==> src/rtl/if_fetch_queue_if.sv <==
// Fetch-to-decode handshake bundle: enqueue side from fetch, dequeue side to decode.
interface if_fetch_queue_if #(
    parameter int DEPTH = 4
);
    localparam int CW = $clog2(DEPTH) + 1;

    // valid/ready: a transfer happens on the rising edge where both are high;
    // ready never depends combinationally on the partner's valid.
    logic          enq_valid;
    logic [15:0]   enq_pc;
    logic [15:0]   enq_instr;
    logic          enq_ready;
    logic          deq_valid;
    logic [15:0]   deq_pc;
    logic [15:0]   deq_instr;
    logic [2:0]    deq_dest;
    logic [2:0]    deq_src1;
    logic [2:0]    deq_src2;
    logic          deq_ready;
    logic          flush;
    logic [CW-1:0] count;

    modport master (
        output enq_valid, enq_pc, enq_instr, deq_ready, flush,
        input  enq_ready, deq_valid, deq_pc, deq_instr, deq_dest, deq_src1, deq_src2, count
    );

    modport slave (
        input  enq_valid, enq_pc, enq_instr, deq_ready, flush,
        output enq_ready, deq_valid, deq_pc, deq_instr, deq_dest, deq_src1, deq_src2, count
    );
endinterface

==> src/rtl/if_fetch_queue.sv <==
// In-order instruction fetch queue; presents the oldest entry to decode with
// register fields pre-sliced, and drops everything on a redirect flush.
module if_fetch_queue #(
    parameter int DEPTH = 4
) (
    input  logic           clk,
    input  logic           reset_n,
    if_fetch_queue_if.slave q
);
    localparam int AW = $clog2(DEPTH);
    localparam int CW = AW + 1;
    localparam logic [CW-1:0] FULL = CW'(DEPTH);

    typedef struct packed {
        logic [15:0] pc;
        logic [15:0] instr;
    } entry_t;

    entry_t [DEPTH-1:0] slots_q, slots_d;
    logic [AW-1:0]      wr_ptr_q, wr_ptr_d;
    logic [AW-1:0]      rd_ptr_q, rd_ptr_d;
    logic [CW-1:0]      count_q, count_d;
    logic               enq_fire;
    logic               deq_fire;
    entry_t             head;

    // Readiness uses only registered occupancy, so a full queue stays closed
    // even when decode drains the head in the same cycle.
    always_comb begin
        q.enq_ready = (count_q != FULL) && reset_n && !q.flush;
        q.deq_valid = (count_q != '0) && !q.flush;
        enq_fire    = q.enq_valid && q.enq_ready;
        deq_fire    = q.deq_valid && q.deq_ready;

        head        = slots_q[rd_ptr_q];
        q.deq_pc    = head.pc;
        q.deq_instr = head.instr;
        q.deq_dest  = head.instr[11:9];
        q.deq_src1  = head.instr[8:6];
        q.deq_src2  = head.instr[2:0];
        q.count     = count_q;
    end

    always_comb begin
        slots_d  = slots_q;
        wr_ptr_d = wr_ptr_q;
        rd_ptr_d = rd_ptr_q;
        count_d  = count_q;

        if (q.flush) begin
            // Slot contents are left alone; only the bookkeeping is cleared.
            wr_ptr_d = '0;
            rd_ptr_d = '0;
            count_d  = '0;
        end else begin
            if (enq_fire) begin
                slots_d[wr_ptr_q] = '{pc: q.enq_pc, instr: q.enq_instr};
                wr_ptr_d          = wr_ptr_q + AW'(1);
            end
            if (deq_fire) begin
                rd_ptr_d = rd_ptr_q + AW'(1);
            end
            if (enq_fire && !deq_fire) begin
                count_d = count_q + CW'(1);
            end else if (deq_fire && !enq_fire) begin
                count_d = count_q - CW'(1);
            end
        end
    end

    always_ff @(posedge clk) begin
        if (!reset_n) begin
            slots_q  <= '0;
            wr_ptr_q <= '0;
            rd_ptr_q <= '0;
            count_q  <= '0;
        end else begin
            slots_q  <= slots_d;
            wr_ptr_q <= wr_ptr_d;
            rd_ptr_q <= rd_ptr_d;
            count_q  <= count_d;
        end
    end
endmodule

==> src/flat_wrapper.sv <==
// flat-port wrapper written by rule: the top's interface ports become plain ports
module if_fetch_queue_flat 
#(
    parameter int DEPTH = 4
)
  (clk, reset_n, q_enq_valid, q_enq_pc, q_enq_instr, q_deq_ready, q_flush, q_enq_ready, q_deq_valid, q_deq_pc, q_deq_instr, q_deq_dest, q_deq_src1, q_deq_src2, q_count);
  if_fetch_queue_if #(.DEPTH(DEPTH)) q_i ();
  input  logic clk;
  input  logic reset_n;
  input wire logic [$bits(q_i.enq_valid)-1:0] q_enq_valid;
  input wire logic [$bits(q_i.enq_pc)-1:0] q_enq_pc;
  input wire logic [$bits(q_i.enq_instr)-1:0] q_enq_instr;
  input wire logic [$bits(q_i.deq_ready)-1:0] q_deq_ready;
  input wire logic [$bits(q_i.flush)-1:0] q_flush;
  output wire logic [$bits(q_i.enq_ready)-1:0] q_enq_ready;
  output wire logic [$bits(q_i.deq_valid)-1:0] q_deq_valid;
  output wire logic [$bits(q_i.deq_pc)-1:0] q_deq_pc;
  output wire logic [$bits(q_i.deq_instr)-1:0] q_deq_instr;
  output wire logic [$bits(q_i.deq_dest)-1:0] q_deq_dest;
  output wire logic [$bits(q_i.deq_src1)-1:0] q_deq_src1;
  output wire logic [$bits(q_i.deq_src2)-1:0] q_deq_src2;
  output wire logic [$bits(q_i.count)-1:0] q_count;
  assign q_i.enq_valid = q_enq_valid;
  assign q_i.enq_pc = q_enq_pc;
  assign q_i.enq_instr = q_enq_instr;
  assign q_i.deq_ready = q_deq_ready;
  assign q_i.flush = q_flush;
  assign q_enq_ready = q_i.enq_ready;
  assign q_deq_valid = q_i.deq_valid;
  assign q_deq_pc = q_i.deq_pc;
  assign q_deq_instr = q_i.deq_instr;
  assign q_deq_dest = q_i.deq_dest;
  assign q_deq_src1 = q_i.deq_src1;
  assign q_deq_src2 = q_i.deq_src2;
  assign q_count = q_i.count;
  if_fetch_queue #(.DEPTH(DEPTH)) u_core (.clk(clk), .reset_n(reset_n), .q(q_i));
endmodule
==> config.mk <==
export PLATFORM = sky130hd
export DESIGN_NAME = if_fetch_queue_flat
export DESIGN_NICKNAME = d
export VERILOG_FILES = /design/src/rtl/if_fetch_queue_if.sv /design/src/rtl/if_fetch_queue.sv /design/src/flat_wrapper.sv
export SDC_FILE = /design/constraint.sdc
export NUM_CORES = 1
export LEC_CHECK = 0
export ABC_AREA = 1
export BUFFER_PORTS_ARGS = -buffer_cell sky130_fd_sc_hd__clkbuf_2
export CORE_MARGIN = 2
export CORE_UTILIZATION = 44
export DETAILED_ROUTE_END_ITERATION = 7
export HOLD_SLACK_MARGIN = 0.05
export SYNTH_ARGS = -nofsm -noshare
export SYNTH_HDL_FRONTEND = slang
export SYNTH_SLANG_ARGS = --single-unit
==> constraint.sdc <==
create_clock -name clk -period 2.37 [get_ports clk]
set_clock_uncertainty 0.05 [all_clocks]
set_input_delay 0.474 -clock clk [delete_from_list [all_inputs] [get_ports clk]]
set_output_delay 0.474 -clock clk [all_outputs]
set_load 0.005 [all_outputs]
==> results.cfg <==
[floorplan]
dieArea_sq_um = 15920
die_h_um = 126.2
io_pins = 83
core_sq_um = 14530
initial_utilization_pct = 45.19
std_cell_rows = 44
die_width_um = 126.2

[final_layout]
final_cell_mix = nand2_1 (297), nor2_1 (259), dfxtp_1 (134), inv_1 (132), a21oi_1 (102)
fill_cells = 1472
multiInputGateArea_sq_um = 3025
drive_gt1_share_pct = 13.06
post-route-cell-area_sq_um = 7755
seqCellArea_sq_um = 2704
area_growth_pct = 18.08
antenna_cells = 0
final_util_pct = 53.36
layout.cells.most_common = nand2_1
final_nets = 1148

[global_route]
grt_max_degree = 129
grt_pass1_vias = 5374
grtUsageTotal_pct = 19.37
antenna_found_initial = 0
grt_overflow = 0
grt_pass1_wl_um = 25120

[route]
drcViolationCount = 0
viasPerCell = 4.531
dr.pass1.iters = 6
wl_um = 14740
vias = 5900
detail-route-antenna-nets = 0
wl_per_cell_um = 11.32
drt_iter0_markers = 362

[timing]
tns_ps = 0
max_freq_ghz = 0.4398
setup_violations = 0
rsz0062_at_grt = no
worst_pin_slew_ps = 628.7
final.period_utilization_pct = 95.95
max_slew_margin_pct = 58.09
final-max-slew-violation-count = 0
final_hold_viol_count = 0
fin_crit_ps = 2274

[worst_setup_path]
critical_path_class = reg -> out
crit_fanout = 34
crit_slowest_cell = buf_4
max_stage_delay_ps = 430
worst_setup_path_end_kind = primary output
critical_path.top_delay_family = buffers and inverters
required_ps = 1850
crit_top_cell = a21oi_1
worst-path-buf-inv = 2
cp_cell_sequence = buf_4 -> a21oi_1 -> a21oi_1 -> clkbuf_2
cp_data_arrival_time_ps = 1750
startpoint_type = flip-flop

[synth]
ys_warn_count = 0
syn_nets = 1097
synth.distinct_cells = 20
ys_seq_area_share_pct = 41.15
synth_top_area_share_pct = 41.15
syn_inst = 1054
synth.area.top_cells = dfxtp_1 (41%), nand2_1 (17%), nor2_1 (15%), a21oi_1 (7.8%), inv_1 (7.5%)
avgSynthCellArea_sq_um = 6.231
yosysTopAreaCell = dfxtp_1
ys_ff_latch = 135
syn-cell-area_sq_um = 6568

[cts]
cts_tree = built
cts_buffer_depth = 2
cts_root_buffer = clkbuf_16
numCtsBuffers = 17
holdBufCountCts = 0
clock_latency_ps = 410
clock-sinks = 135
cts.htree.levels = 4
clk_pin_slew_ps = 60

[pwr]
peakVddDrop_mv = 0.4999
clkPwrFrac_pct = 51.4
p_total_mw = 5.445
internal-power_mw = 4.289
comb_power_share_pct = 5.9
swShare_pct = 21.24
p_per_area_nw_per_um2 = 702.2
power.leakage_nw = 4.162
switchingPower_mw = 1.157
p_seq_share_pct = 42.7

[min_path]
hp-class = in -> reg

[placed_design]
placement.io_buffers = 82
dpl_cell_area_sq_um = 7106
dp_hpwl_um = 8497
place.gp.congestion = 0.7098

[run_status]
outcome = finished, final reports clean

[run]
maxCapViolCount = 0
## tightest hold or removal path: stages
cell and delay [ps]:
clkbuf_2 110, nor2_1 50, nor2_1 80
## path summary, 6_finish.rpt
check	startpoint	end	slack (ps)	cells after the start
worst max-delay path	u_core.rd_ptr_q[0]	q_deq_pc[14]	100	4
worst min-delay path	q_enq_instr[9]	u_core.slots_q[73]	290	3
worst max register to register	u_core.q.count[0]	u_core.q.count[2]	460	11
worst min register to register	u_core.wr_ptr_q[1]	u_core.wr_ptr_q[1]	450	2
## cell usage after synthesis (all sizes together)
library cell    n
nor2          261
o21ai          34
fa              1
xor2            2
nand3b          1
nand2         298
buf            42
ha              5
inv           138
a21oi         103
nand3           4
nand4           4
dfxtp         135
clkbuf         26
## final cells by class
cell class | instances | area share, %
Multi-Input combinational cell | 713 | 39.01
Inverter | 138 | 6.744
Timing Repair Buffer | 100 | 8.245
Tap cell | 184 | 2.969
Sequential cell | 135 | 34.87
Clock buffer | 23 | 6.292
Clock inverter | 9 | 1.872
## per-layer routing
| metal | wire length, um | vias to the layer above | global-route usage, % | part of all wire [%] |
|---|---|---|---|---|
| met4 | 119 | 0 | 5.365 | 0.81 |
| met3 | 596 | 7 | 5.140 | 4.0 |
| met2 | 6619 | 89 | 31.47 | 45 |
| met5 | 0 | - | 0 | 0 |
| li1 | - | 3249 | - | - |
| met1 | 7402 | 2555 | 25.53 | 50 |
## per-stage QoR
step	setup WS (ps)	hold WS (ps)	cells
floorplan	383.4	427.2	1054
global placement	299.5	449.7	1270
detailed placement	283.7	448.5	1270
CTS	17.14	271.4	1302
global route	5.023	285.0	1302
finish	96.01	286.4	1302
## flip-flops by register name (all words and copies together) (netlist names)
name,cells
u_core.wr_ptr_q,2
u_core.slots_q,128
u_core.rd_ptr_q,2
u_core.q.count,3
## power by group through the flow
stage	clock network, mW	registers [mW]	logic (mW)
after floorplan	0	2.37	0.192
after global placement	0	2.37	0.320
after detailed placement	0	2.37	0.321
after CTS	2.87	2.33	0.323
after global routing	2.98	2.33	0.363
final	2.80	2.33	0.319
## cells by family (layout without fill, tap and decap cells)
group                      Yosys count  count (layout)  share of synthesized area, %
and+or+nand+nor                    568             568                         33.99
buffers and inverters              206             270                         12.90
AOI/OAI and AO/OA                  137             137                         10.44
DFF                                135             135                         41.15
adders and majority gates            6               6                         1.257
xor gates and xnor gates             2               2                        0.2668
## timing repair
item                                    CTS  global route
endpoints found under the setup margin   10            23
buffers inserted                          0             0
resized for setup                         1             4
No activity file was read; power rests on OpenSTA's default activity.
